**src/rtl/config_tile_responder.sv**
```systemverilog
// Tile-side configuration bus responder: address decode, local register file,
// readback with fixed two-edge latency, and post-configuration idle detection.
module config_tile_responder #(
    parameter logic [15:0] TILE_ID      = 16'h0015,
    parameter logic [7:0]  FEATURE_ID   = 8'h00,
    parameter int          NUM_REGS     = 8,
    parameter int          IDLE_TIMEOUT = 16
) (
    input  logic                     clk_in,
    input  logic                     reset_in,
    input  logic [31:0]              config_addr_in,
    input  logic [31:0]              config_data_in,
    input  logic                     config_valid_in,
    input  logic                     config_read_in,
    output logic [31:0]              read_data_out,
    output logic                     read_valid_out,
    output logic [NUM_REGS*32-1:0]   cfg_regs_out,
    output logic                     config_done_out,
    output logic [15:0]              write_count_out
);

    localparam int IDW = $clog2(IDLE_TIMEOUT + 1);

    typedef enum logic [1:0] {
        UNCONF = 2'd0,
        CONFIG = 2'd1,
        DONE   = 2'd2
    } state_e;

    logic [31:0]            cap_addr_q, cap_addr_d;
    logic [31:0]            cap_data_q, cap_data_d;
    logic                   cap_valid_q, cap_valid_d;
    logic                   cap_read_q, cap_read_d;

    logic [NUM_REGS*32-1:0] regs_q, regs_d;
    logic [31:0]            read_data_q, read_data_d;
    logic                   read_valid_q, read_valid_d;
    logic [15:0]            wcount_q, wcount_d;
    state_e                 state_q, state_d;
    logic [IDW-1:0]         idle_q, idle_d;
    logic                   done_q, done_d;

    logic [7:0]             idx_s;
    logic                   match_s;
    logic                   in_range_s;
    logic                   wr_acc_s;
    logic                   rd_hit_s;
    logic [31:0]            rd_word_s;

    // Stage 1 captures the bus every cycle; there is no backpressure.
    always_comb begin
        cap_addr_d  = config_addr_in;
        cap_data_d  = config_data_in;
        cap_valid_d = config_valid_in;
        cap_read_d  = config_read_in;
    end

    // Decode of the captured request against this tile's identity.
    always_comb begin
        idx_s      = cap_addr_q[31:24];
        match_s    = cap_valid_q && (cap_addr_q[15:0] == TILE_ID)
                     && (cap_addr_q[23:16] == FEATURE_ID);
        in_range_s = ({1'b0, idx_s} < 9'(NUM_REGS));
        wr_acc_s   = match_s && !cap_read_q && in_range_s;
        rd_hit_s   = match_s && cap_read_q;
    end

    // Register file update and OR-reduced readback mux (out-of-range reads give zero).
    always_comb begin
        regs_d    = regs_q;
        rd_word_s = 32'h0;
        for (int i = 0; i < NUM_REGS; i++) begin
            regs_d[32*i +: 32] = (wr_acc_s && (idx_s == 8'(i))) ? cap_data_q
                                                                 : regs_q[32*i +: 32];
            rd_word_s = rd_word_s | ((idx_s == 8'(i)) ? regs_q[32*i +: 32] : 32'h0);
        end
    end

    // Readback response and saturating accepted-write counter.
    always_comb begin
        read_valid_d = rd_hit_s;
        read_data_d  = rd_hit_s ? rd_word_s : read_data_q;
        wcount_d     = (wr_acc_s && (wcount_q != 16'hFFFF)) ? (wcount_q + 16'd1) : wcount_q;
    end

    // Configuration progress: any non-accepting cycle counts as idle while configuring.
    always_comb begin
        state_d = state_q;
        idle_d  = idle_q;
        case (state_q)
            UNCONF: begin
                if (wr_acc_s) begin
                    state_d = CONFIG;
                    idle_d  = '0;
                end else begin
                    idle_d  = '0;
                end
            end
            CONFIG: begin
                if (wr_acc_s) begin
                    idle_d = '0;
                end else if (idle_q == IDW'(IDLE_TIMEOUT - 1)) begin
                    idle_d  = IDW'(IDLE_TIMEOUT);
                    state_d = DONE;
                end else begin
                    idle_d = idle_q + IDW'(1);
                end
            end
            DONE: begin
                if (wr_acc_s) begin
                    state_d = CONFIG;
                    idle_d  = '0;
                end else begin
                    idle_d  = idle_q;
                end
            end
            default: begin
                state_d = UNCONF;
                idle_d  = '0;
            end
        endcase
        // Rises one edge after entering DONE, but drops on the very edge a new write lands.
        done_d = (state_q == DONE) && !wr_acc_s;
    end

    // Capture stage flops.
    always_ff @(posedge clk_in or negedge reset_in) begin
        if (!reset_in) begin
            cap_addr_q  <= 32'h0;
            cap_data_q  <= 32'h0;
            cap_valid_q <= 1'b0;
            cap_read_q  <= 1'b0;
        end else begin
            cap_addr_q  <= cap_addr_d;
            cap_data_q  <= cap_data_d;
            cap_valid_q <= cap_valid_d;
            cap_read_q  <= cap_read_d;
        end
    end

    // Register file, readback and counter flops.
    always_ff @(posedge clk_in or negedge reset_in) begin
        if (!reset_in) begin
            regs_q       <= '0;
            read_data_q  <= 32'h0;
            read_valid_q <= 1'b0;
            wcount_q     <= 16'h0;
        end else begin
            regs_q       <= regs_d;
            read_data_q  <= read_data_d;
            read_valid_q <= read_valid_d;
            wcount_q     <= wcount_d;
        end
    end

    // Progress FSM state, idle counter and registered done flag.
    always_ff @(posedge clk_in or negedge reset_in) begin
        if (!reset_in) begin
            state_q <= UNCONF;
            idle_q  <= '0;
            done_q  <= 1'b0;
        end else begin
            state_q <= state_d;
            idle_q  <= idle_d;
            done_q  <= done_d;
        end
    end

    assign read_data_out   = read_data_q;
    assign read_valid_out  = read_valid_q;
    assign cfg_regs_out    = regs_q;
    assign config_done_out = done_q;
    assign write_count_out = wcount_q;

endmodule

```
**config.mk**
```make
export PLATFORM = sky130hd
export DESIGN_NAME = config_tile_responder
export DESIGN_NICKNAME = d
export VERILOG_FILES = /design/src/rtl/config_tile_responder.sv
export SDC_FILE = /design/constraint.sdc
export NUM_CORES = 1
export LEC_CHECK = 0
export CAP_MARGIN = 20
export CORE_MARGIN = 3
export CORE_UTILIZATION = 45
export CTS_CLUSTER_SIZE = 24
export DETAILED_ROUTE_END_ITERATION = 10
export GPL_TIMING_DRIVEN = 0
export PLACE_DENSITY = 0.82
export SLEW_MARGIN = 10
export SYNTH_ARGS = -nofsm -noshare
export SYNTH_HDL_FRONTEND = slang
export SYNTH_SLANG_ARGS = --single-unit
```
**constraint.sdc**
```tcl
create_clock -name clk_in -period 2.4 [get_ports clk_in]
set_input_delay 0.24 -clock clk_in [delete_from_list [all_inputs] [get_ports clk_in]]
set_output_delay 0.24 -clock clk_in [all_outputs]
set_load 0.005 [all_outputs]
```
==> results of run 1 <==
## layout make-up
class | instances | area, um2
Antenna cell | 1 | 2.502
Buffer | 64 | 763.2
Clock buffer | 54 | 1156
Clock inverter | 22 | 222.7
Fill cell | 2426 | 10820
Inverter | 4 | 15.01
Multi-Input combinational cell | 661 | 6380
Sequential cell | 379 | 9485
Tap cell | 448 | 560.5
Timing Repair Buffer | 425 | 4549
## cells by family (layout without fill, tap and decap cells)
kind of cell / after synthesis / in the layout / share of synthesized area
other: 0 / 1 / 0
adder cells (fa/ha/maj): 3 / 3 / 0.002392
AO/OA/AOI/OAI: 101 / 101 / 0.04297
multiplexers: 360 / 360 / 0.2645
flip-flops: 379 / 379 / 0.6042
XOR/XNOR: 16 / 16 / 0.008928
AND/OR/NAND/NOR: 181 / 181 / 0.05954
buffers and inverters: 69 / 569 / 0.01746
## critical path, stage by stage, from the launching register on
cell and delay (ps):
dfrtp_1 380, or4_4 530, buf_6 130, or3_4 340, nor3_4 160, buf_12 160, and4_1 210, buf_6 160
buf_12 170, mux2_1 340
## repair_timing
item	in CTS	in global routing
gates resized for setup	150	118
cloned	2	13
pin swaps	2	4
endpoints found under the hold margin	56	0
hold buffers	1	0
buffers inserted	11	19
endpoints found under the setup margin	311	310
## synth_stat cells
cell type	n
dfrtp_1	379
mux2_2	250
mux2i_1	75
nor3_1	42
nand2_1	40
nor2_1	34
clkbuf_1	32
o21ai_0	25
buf_1	21
a211oi_1	19
mux2_1	18
mux4_2	17
nand3_1	14
o22ai_1	14
a21oi_1	12
a221oi_1	12
buf_2	12
xnor2_1	12
a22o_1	9
a22oi_1	8
and3_1	7
nand4_1	7
nor2b_1	7
and4_1	5
nor4_1	5
and2_1	4
inv_1	4
nor4b_1	4
xor2_1	4
ha_1	3
nand3b_1	3
o31ai_1	2
or4_1	2
and4b_1	1
nand2b_1	1
nor3_4	1
nor4_2	1
nor4bb_1	1
or2_2	1
or3_4	1
## per-layer routing
metal / routed length, um / vias up / GRT usage
li1: - / 5022 / -
met1: 23020 / 6074 / 0.3909
met2: 26860 / 499 / 0.4634
met3: 4087 / 101 / 0.06449
met4: 1933 / 0 / 0.1115
met5: 0 / - / 0
## placed cells by master (no fill, tap or decap), drive strengths merged, types with 7 or more instances in the layout
cell	count
a221oi	12
nor2b	7
clkdlybuf4s50	372
xnor2	12
nor2	34
clkbuf	95
a21oi	12
nor3	43
o22ai	14
mux4	17
mux2	268
nand4	7
dfrtp	379
o21ai	25
nand3	14
inv	7
a22oi	8
mux2i	75
nand2	40
and3	7
a22o	9
a211oi	19
buf	75
clkinv	13
## sequential cells by signal, summed over array words and instances, names as in the netlist
name	flops
cap_addr_q	32
cap_data_q	32
cap_read_q	1
cap_valid_q	1
cfg_regs_out	256
config_done_out	1
idle_q	5
read_data_out	32
read_valid_out	1
state_q	2
write_count_out	16
## final timing paths
kind                                     from           endpoint  depth (start not counted)
min                        config_data_in[29]     cap_data_q[29]                          1
max                            cap_addr_q[31]   cfg_regs_out[76]                          9
max in group asynchronous            reset_in     cap_data_q[15]                          4
max reg2reg                    cap_addr_q[31]   cfg_regs_out[76]                          9
min in group asynchronous            reset_in  cfg_regs_out[153]                          2
min reg2reg                        state_q[1]         state_q[0]                          1
## power groups by stage
stage / Sequential (mW) / Combinational, mW / Clock (mW)
4_1_cts: 6.52 / 0.513 / 6.50
2_1_floorplan: 6.61 / 0.140 / 0
3_3_place_gp: 6.64 / 0.470 / 0
3_5_place_dp: 6.63 / 0.505 / 0
6_report: 6.53 / 0.515 / 6.42
5_1_grt: 6.53 / 0.553 / 6.79
==> flow_summary.ini, run 1 <==
[cts]
clk_latency_ps = 540
clk_pin_slew_ps = 60
htree_levels = 2
cts_root_buf = clkbuf_16
cts-buffers-inserted = 42
cts_sinks = 379
cts_buffer_depth = 3
cts_tree = built

[placement]
pre_cts_slack_ps = -1451
hpwl_um = 37810
portBuffers = 373
place_inst = 1936
place.gp.congestion = 0.8362
placed_area_um2 = 20240

[floorplan]
die_w_um = 192.8
ioPinCount = 374
die_y_um = 192.8
initial_core_util = 0.4623
die-area_um2 = 37160
rows = 67
core-area_um2 = 33950

[job]
cap_violations = 0

[synth]
ys_warn_count = 0
ys_seq_elements = 379
yosysTopAreaCell = dfrtp_1
syn_area_per_cell_um2 = 14.15
syn_nets = 1180
synth_top_cell_area_share = 0.6042
synth.area.top_cells = dfrtp_1, mux2_2, mux2i_1
netlist_area_um2 = 15700
ys_types = 40
ys_seq_area_frac = 0.6042
synth_cells = 1109

[pwr]
switching_share = 0.2277
power.density_nw_per_um2 = 581.9
power_frac_clock = 0.477
p_leak_nw = 10.65
seqPwrFrac = 0.485
ir_drop_mv = 0.5112
power_mw = 13.46
power_switching_mw = 3.065
power_frac_comb = 0.038
p_int_mw = 10.40

[route]
vias = 11696
wl_per_cell_um = 27.16
drc = 0
drtIter0Drc = 820
ant_nets = 0
firstDrtPassIters = 4
via_per_inst = 5.683
wl_um = 55900

[layout]
stdcell_count = 2058
drive_above_1_share = 0.3039
nets = 1648
area_delta_synth_final_pct = 47.39
fin_area_um2 = 23130
final_core_util = 0.6814

[timing]
finalClockSkew_ps = 23.00
setup_tns_ps = -57650
post-route-period-util = 1.137
period_needed_ps = 2729
hold_viol_final = 0
rsz0062_at_grt = yes
setup_viol = 262
worstMarginPinSlew_ps = 917.5
maxClockFrequency_mhz = 366.5
fin_hold_ws_ps = 127.7
worst_slack_ps = -328.6
slew_headroom = 0.3850
slew_violations = 0

[outcome]
violations = negative setup slack
status = complete, but fails checks

[global_routing]
grt_pass1_vias = 12279
grt_max_degree = 100
antenna_found_initial = 0
overflow = 0
grt_pass1_wl_um = 79520
grt_use_total = 0.2907

[setup_path]
required_ps = 2810
startpoint_type = flip-flop
rrSetupSlack_ps = -330
end_kind = flip-flop
arrival_ps = 3140
crit_type = flip-flop to flip-flop
cp_max_fo = 10

[min_path]
hp-class = input pin to flip-flop
Power figures use the tool's default switching activity.
==> run 2: changes to the inputs <==
CORE_ASPECT_RATIO = 1.1   (was default)
PLACE_DENSITY = 0.79   (was 0.82)
clock period = 2.7 ns   (was 2.4 ns; I/O delays follow)
==> flow_summary.ini, run 2 (synthesized netlist as in run 1, its figures left out) <==
[setup_path]
crit_chain = or4_4 -> or3_4 -> nor3_4 -> buf_12 -> buf_4 -> nand3_4 -> clkbuf_16 -> mux2_4
path_delay_family = simple AND/OR/NAND/NOR gates
slowest_stage = or4_4
end_kind = flip-flop
startpoint_type = flip-flop
cp_max_fo = 7
cpPeakStageDelay_ps = 630
required_ps = 3120
path_buf_inv = 3
arrival_ps = 3230
crit_type = flip-flop to flip-flop
rrSetupSlack_ps = -120

[floorplan]
die_y_um = 201.9
die-area_um2 = 37160
die_w_um = 184.1
ioPinCount = 374
initial_core_util = 0.4577
rows = 71
core-area_um2 = 34290

[pwr]
power.density_nw_per_um2 = 521.1
p_leak_nw = 10.34
power_switching_mw = 2.619
p_int_mw = 9.141
switching_share = 0.2227
ir_drop_mv = 0.4560
power_frac_clock = 0.468
seqPwrFrac = 0.493
power_frac_comb = 0.038

[timing]
slew_violations = 0
setup_tns_ps = -7196
hold_viol_final = 0
worst_slack_ps = -115.6
slew_headroom = 0.3681
period_needed_ps = 2816
setup_viol = 142
maxClockFrequency_mhz = 355.2
finalClockSkew_ps = 16.38
rsz0062_at_grt = yes
post-route-period-util = 1.043
worstMarginPinSlew_ps = 939.2

[min_path]
hp-class = input pin to flip-flop

[global_routing]
grt_pass1_wl_um = 79150
antenna_found_initial = 0
grt_pass1_vias = 12449
grt_use_total = 0.2848
grt_max_degree = 113
overflow = 0

[cts]
cts_buffer_depth = 3
cts_tree = built
cts_root_buf = clkbuf_16
cts-buffers-inserted = 41
clk_pin_slew_ps = 60
clk_latency_ps = 550
cts_sinks = 379
htree_levels = 2

[route]
wl_um = 56680
vias = 11953
drc = 0
firstDrtPassIters = 5
wl_per_cell_um = 27.96
ant_nets = 0
drtIter0Drc = 921
via_per_inst = 5.897

[job]
cap_violations = 0

[placement]
hpwl_um = 37660
pre_cts_slack_ps = -919.5
portBuffers = 373
place.gp.congestion = 0.8462

[layout]
area_delta_synth_final_pct = 43.77
mostFrequentLayoutCell = dfrtp_1
final_cell_mix = dfrtp_1, clkdlybuf4s50_1, mux2_2
n_fill_cell = 2400
multi_input_area_um2 = 6267
drive_above_1_share = 0.2838
diodes = 0
nets = 1629
seq_area_um2 = 9485
final_core_util = 0.6581
largest_register_ffs = 256

[outcome]
status = complete, but fails checks
violations = negative setup slack
-- run 2: what timing repair did --
action                                  4_1_cts  5_1_grt
gates resized for setup                     126      122
endpoints found under the setup margin      286      285
endpoints found under the hold margin        78        0
buffers inserted                              5       12
pin swaps                                     1        5
hold buffers                                  1        0
gates cloned                                  0       12
-- run 2: final cells by class --
class | count | share of cell area
buffer | 63 | 0.02900
clock buffer | 64 | 0.05472
clock inverter | 10 | 0.003770
inverter | 4 | 0.0006653
multi-input combinational | 661 | 0.2777
sequential | 379 | 0.4203
tap | 438 | 0.02428
timing repair buffer | 408 | 0.1895
-- run 2: final timing paths --
check | from | end | cells after the start
max reg2reg | cap_addr_q[28] | cfg_regs_out[44] | 8
max in group asynchronous | reset_in | idle_q[0] | 4
max | cap_addr_q[28] | cfg_regs_out[44] | 8
min reg2reg | state_q[1] | state_q[0] | 1
min | config_data_in[0] | cap_data_q[0] | 1
min in group asynchronous | reset_in | cap_addr_q[30] | 2
-- run 2: layer usage --
metal | global-route usage | vias up | share of wire | routed length (um)
met4 | 0.1269 | 0 | 0.050 | 2856
met1 | 0.3623 | 6173 | 0.39 | 21830
li1 | - | 4974 | - | -
met5 | 0 | - | 0 | 0
met3 | 0.07001 | 162 | 0.090 | 5096
met2 | 0.4631 | 644 | 0.47 | 26890
-- run 2: stage by stage --
step           instances  area (um2)  power, mW  hold WS [ps]
4_1_cts             2004       21820      11.82         143.7
5_1_grt             2027       22570      12.10         153.6
6_report            2027       22570      11.76         160.0
2_1_floorplan       1109       15700      5.996        -25.59
3_3_place_gp        1920       19980      6.322         442.1
3_5_place_dp        1925       20100      6.341         301.6
-- run 2: power groups by stage --
stage / sequential (mW) / clock [mW] / combinational [mW]
floorplan: 5.87 / 0 / 0.124
global placement: 5.90 / 0 / 0.420
detailed placement: 5.90 / 0 / 0.445
CTS: 5.80 / 5.57 / 0.451
global route: 5.81 / 5.81 / 0.483
finish: 5.80 / 5.51 / 0.452
